## config.mk

```make
export PLATFORM = sky130hd
export DESIGN_NAME = bin_to_bcd_seq_flat
export DESIGN_NICKNAME = d
export VERILOG_FILES = /design/src/rtl/bin_to_bcd_seq_if.sv /design/src/rtl/bin_to_bcd_seq.sv /design/src/flat_wrapper.sv
export SDC_FILE = /design/constraint.sdc
export NUM_CORES = 1
export LEC_CHECK = 0
export CORE_ASPECT_RATIO = 1.2
export CORE_UTILIZATION = 47
export CTS_BUF_LIST = sky130_fd_sc_hd__clkbuf_16
export DETAILED_ROUTE_END_ITERATION = 12
export GPL_TIMING_DRIVEN = 0
export HOLD_SLACK_MARGIN = 0.15
export PLACE_DENSITY_LB_ADDON = 0.12
export SYNTH_ARGS = -nofsm -noshare
export SYNTH_HDL_FRONTEND = slang
export SYNTH_SLANG_ARGS = --single-unit
```

## constraint.sdc

```tcl
create_clock -name clk -period 2.9 [get_ports clk]
set_clock_uncertainty 0.15 [all_clocks]
set_input_delay 0.58 -clock clk [delete_from_list [all_inputs] [get_ports clk]]
set_output_delay 0.58 -clock clk [all_outputs]
set_load 0.03 [all_outputs]
```

## src/rtl/bin_to_bcd_seq_if.sv

```systemverilog
// ---------------------------------------------------------------------------
// bin_to_bcd_seq_if
// Request/result bundle for the sequential binary-to-BCD converter.
//   start   : conversion request (master -> slave)
//   bin_in  : unsigned binary value, captured when start is accepted
//   busy    : conversion in progress (slave -> master)
//   done    : one-cycle pulse, bcd_out newly valid
//   bcd_out : packed BCD result, digit k in [4k+3:4k]
// ---------------------------------------------------------------------------
interface bin_to_bcd_seq_if #(
    parameter int WIDTH  = 16,
    parameter int DIGITS = 5
);
    logic                  start;
    logic [WIDTH-1:0]      bin_in;
    logic                  busy;
    logic                  done;
    logic [4*DIGITS-1:0]   bcd_out;

    modport master (
        output start,
        output bin_in,
        input  busy,
        input  done,
        input  bcd_out
    );

    modport slave (
        input  start,
        input  bin_in,
        output busy,
        output done,
        output bcd_out
    );
endinterface

```

## src/rtl/bin_to_bcd_seq.sv

```systemverilog
// ---------------------------------------------------------------------------
// bin_to_bcd_seq
// Sequential shift-and-add-3 (double dabble) binary-to-BCD converter.
// One conversion takes WIDTH shift cycles plus one DONE cycle; the result
// register only changes when a conversion completes (or on reset).
// Ports:
//   clk   : clock, all registers update on the rising edge
//   reset : synchronous active-high reset
//   bus   : slave side of bin_to_bcd_seq_if (start, bin_in, busy, done,
//           bcd_out)
// The integrator must keep 10^DIGITS > 2^WIDTH - 1 (not checked here).
// ---------------------------------------------------------------------------
module bin_to_bcd_seq #(
    parameter int WIDTH  = 16,
    parameter int DIGITS = 5
) (
    input  logic                 clk,
    input  logic                 reset,
    bin_to_bcd_seq_if.slave      bus
);
    localparam int BCD_W = 4 * DIGITS;
    localparam int TOT_W = BCD_W + WIDTH;
    localparam int CNT_W = $clog2(WIDTH + 1);

    typedef enum logic [1:0] {
        ST_IDLE  = 2'd0,
        ST_SHIFT = 2'd1,
        ST_DONE  = 2'd2
    } state_t;

    state_t              r_state;
    state_t              w_state_next;
    logic [WIDTH-1:0]    r_shift;
    logic [BCD_W-1:0]    r_scratch;
    logic [BCD_W-1:0]    r_bcd;
    logic [CNT_W-1:0]    r_cnt;

    logic [BCD_W-1:0]    w_corrected;
    logic [TOT_W-1:0]    w_shifted;
    logic                w_last;

    // Add-3 correction on every scratch digit in parallel. Digits stay <= 9
    // going in, so a corrected digit is at most 12 and never carries out.
    generate
        for (genvar gi = 0; gi < DIGITS; gi++) begin : g_digit
            assign w_corrected[4*gi +: 4] = (r_scratch[4*gi +: 4] >= 4'd5)
                                          ? r_scratch[4*gi +: 4] + 4'd3
                                          : r_scratch[4*gi +: 4];
        end
    endgenerate

    // Corrected scratch and binary shift register move left as one word; the
    // binary MSB falls into scratch bit 0, the scratch MSB drops off.
    assign w_shifted = {w_corrected, r_shift} << 1;

    assign w_last = (r_state == ST_SHIFT) && (r_cnt == CNT_W'(WIDTH - 1));

    // State register
    always_ff @(posedge clk) begin
        if (reset) begin
            r_state <= ST_IDLE;
        end else begin
            r_state <= w_state_next;
        end
    end

    // Next-state logic
    always_comb begin
        w_state_next = r_state;
        case (r_state)
            ST_IDLE:  if (bus.start) w_state_next = ST_SHIFT;
            ST_SHIFT: if (w_last)    w_state_next = ST_DONE;
            ST_DONE:                 w_state_next = ST_IDLE;
            default:                 w_state_next = ST_IDLE;
        endcase
    end

    // Datapath
    always_ff @(posedge clk) begin
        if (reset) begin
            r_shift   <= '0;
            r_scratch <= '0;
            r_bcd     <= '0;
            r_cnt     <= '0;
        end else begin
            case (r_state)
                ST_IDLE: begin
                    if (bus.start) begin
                        r_shift   <= bus.bin_in;
                        r_scratch <= '0;
                        r_cnt     <= '0;
                    end
                end
                ST_SHIFT: begin
                    r_scratch <= w_shifted[TOT_W-1:WIDTH];
                    r_shift   <= w_shifted[WIDTH-1:0];
                    r_cnt     <= r_cnt + 1'b1;
                    // Publish only the finished value, never a partial one.
                    if (w_last) begin
                        r_bcd <= w_shifted[TOT_W-1:WIDTH];
                    end
                end
                default: ;
            endcase
        end
    end

    assign bus.busy    = (r_state == ST_SHIFT);
    assign bus.done    = (r_state == ST_DONE);
    assign bus.bcd_out = r_bcd;

endmodule
```

## src/flat_wrapper.sv

```systemverilog
// flat-port wrapper written by rule: the top's interface ports become plain ports
module bin_to_bcd_seq_flat 
#(
    parameter int WIDTH  = 16,
    parameter int DIGITS = 5
)
  (clk, reset, bus_start, bus_bin_in, bus_busy, bus_done, bus_bcd_out);
  bin_to_bcd_seq_if #(.WIDTH(WIDTH), .DIGITS(DIGITS)) bus_i ();
  input  logic clk;
  input  logic reset;
  input wire logic [$bits(bus_i.start)-1:0] bus_start;
  input wire logic [$bits(bus_i.bin_in)-1:0] bus_bin_in;
  output wire logic [$bits(bus_i.busy)-1:0] bus_busy;
  output wire logic [$bits(bus_i.done)-1:0] bus_done;
  output wire logic [$bits(bus_i.bcd_out)-1:0] bus_bcd_out;
  assign bus_i.start = bus_start;
  assign bus_i.bin_in = bus_bin_in;
  assign bus_busy = bus_i.busy;
  assign bus_done = bus_i.done;
  assign bus_bcd_out = bus_i.bcd_out;
  bin_to_bcd_seq #(.WIDTH(WIDTH), .DIGITS(DIGITS)) u_core (.clk(clk), .reset(reset), .bus(bus_i));
endmodule
```

==> results.ini <==
[outcome]
status = finished, final reports clean

[floorplan]
start_util = 0.488
die_w_um = 76.7
die_area_um2 = 7030
row_count = 32
fp.dieH_um = 91.7
io_pins = 41
core_region_area_um2 = 6450

[worst_hold_path]
hold_path_class = reg -> reg

[clock_network]
cts_buffers = 9
cts_root_buf = clkbuf_16
cts_setup_buffers = 0
cts_tree = yes
htreeDepth = 3
clkTransAtPathRegs_ps = 50
clk_latency_ps = 320
clock_sinks = 63
ctsHoldBuffers = 0
cts_buffer_depth = 2
post_cts_resized = 1

[detailed_routing]
met2WireLength_mm = 3.80
drt-initial-drc-count = 108
post-route-drc-count = 0
detail_route.wirelength_mm = 7.48
top_layer = met4
ant_nets = 0
drt-met1-wl_mm = 3.35
wl_per_cell_um = 14.9
wl_met3_um = 255
via_per_inst = 5.47
vias = 2750
first_pass_iters = 4

[global_routing]
grt_pass1_vias = 2622
overflow = 0
grt_max_degree = 19
grt_usage = 0.230
antenna_found_initial = 0
grt_first_pass_wirelength_mm = 12.6

[worst_setup_path]
worstSetupEndpointType = output pin
worst-setup-path-type = reg -> out
arrival_ps = 2030
cp.required_ps = 2170
cp_max_fo = 18
start_kind = flop

[timing]
finalCritPeriodShare = 0.950
slew_violations = 0
rsz0062_at_grt = no
tns_ps = 0
finalSetupViolCount = 0
finalHoldViolations = 0
max_slew_margin = 0.565
fmax_ghz = 0.363
worst_pin_slew_ps = 652
period_needed_ps = 2760

[yosys]
synthArstFlopShare = 0
synth_area_leaders = dfxtp_1, nor2_1, a21oi_1
yosysMostFrequentCell = dfxtp_1
synth_ff_type = dfxtp_1
yosysUniqueCellTypes = 42
ys_ff_latch = 63
seq_area_frac_synth = 0.401
avgSynthCellArea_um2 = 8.60
synth.top_cells.by_count = dfxtp_1, nor2_1, a21oi_1, inv_1, o21ai_0
synth_edf_count = 0
synth.net_count = 397
synth_area_um2 = 3150
yosys.area.top_type_share = 0.401
yosysWarnings = 0
synth_top_area_cell = dfxtp_1
syn_inst = 366

[power]
combPwrFrac = 0.075
leakagePower_nw = 1.53
power.total_mw = 2.08
p_int_mw = 1.60
ir_worst_vdd_uv = 388
switching_share = 0.229
clock_power_share = 0.489
powerDensity_nw_per_um2 = 532
p_seq_frac = 0.436
switchingPower_mw = 0.476

[cells_and_area]
diodes = 0
drive_above_1_share = 0.115
nets = 445
area_growth_pct = 24.2
final_cells = 503
final_util = 0.607

[placed_design]
dp_hpwl_mm = 5.35
numPortBuffers = 38
dp_cells = 489
place_congestion = 0.881

[flow_run]
cap_violations = 0

==> metal layers <==
layer,vias up,global-route usage
li1,1387,-
met4,0,0.0721
met3,5,0.0478
met1,1299,0.267
met5,-,0
met2,59,0.416
==> stage by stage <==
| stage | hold slack (ps) | instance area (um2) | worst slack [ps] |
|---|---|---|---|
| 2_1_floorplan | 291 | 3150 | 705 |
| 3_3_place_gp | 294 | 3630 | 31.9 |
| 5_1_grt | 332 | 3910 | 86.2 |
| 4_1_cts | 310 | 3910 | 133 |
| 3_5_place_dp | 303 | 3630 | 52.0 |
| 6_report | 307 | 3910 | 145 |
==> critical path: stages (launching register included) <==
cell and delay [ps]:
dfxtp_1 310, buf_6 150, nand2b_4 150, buf_6 140, inv_6 100, buf_6 160, clkdlybuf4s50_1 680
==> sequential cells by signal (all words and copies together) (netlist names) <==
register            flops
u_core.bus.bcd_out     20
u_core.r_scratch       20
u_core.r_cnt            5
u_core.r_state          2
u_core.r_shift         16
==> cells in the final DEF, fill, tap and decap left out, types with 6 or more instances in the layout <==
cell / instances
a2111oi_0: 7
nor2b_1: 8
a22o_1: 8
nand2_1: 10
nand2b_1: 7
a21oi_1: 41
nor2_1: 58
dfxtp_1: 63
clkbuf_16: 9
ha_1: 12
nand3_1: 7
buf_2: 6
inv_1: 21
o221a_2: 8
clkdlybuf4s50_1: 38
clkbuf_1: 11
o21ai_0: 16
a21o_1: 11
nor3b_1: 11
nor3_1: 9
==> final timing paths <==
kind,start,to,slack (ps),cells after the start
worst min register to register,u_core.bus.bcd_out[0],u_core.bus.bcd_out[0],310,2
worst max-delay path,u_core.r_state[1],bus_busy,140,6
worst max register to register,u_core.r_cnt[0],u_core.bus.bcd_out[7],980,7
worst min-delay path,u_core.bus.bcd_out[0],u_core.bus.bcd_out[0],310,2
==> power by group through the flow <==
stage | logic (mW) | registers [mW] | clock network [mW]
after floorplan | 0.100 | 0.920 | 0
after global placement | 0.153 | 0.924 | 0
after detailed placement | 0.156 | 0.924 | 0
after CTS | 0.157 | 0.906 | 1.04
after global routing | 0.173 | 0.908 | 1.07
final | 0.157 | 0.907 | 1.02
==> cells by family after synthesis <==
family                   after synthesis  share of synthesized area
AO/OA/AOI/OAI                        109                      0.238
adder cells (fa/ha/maj)               12                     0.0477
buffers and inverters                 46                     0.0743
multiplexers                           5                     0.0163
XOR/XNOR                               5                     0.0139
AND/OR/NAND/NOR                      126                      0.209
flip-flops                            63                      0.401
==> final cells by class <==
class,instances,area [um2]
well taps,85,106
clock inverters,6,53.8
inverters,21,83.8
flip-flops and latches,63,1260
fillers,609,2530
multi-input cells,257,1650
plain buffers,24,148
repair buffers,38,380
clock buffers,9,225
(Power assumes the default switching activity.)
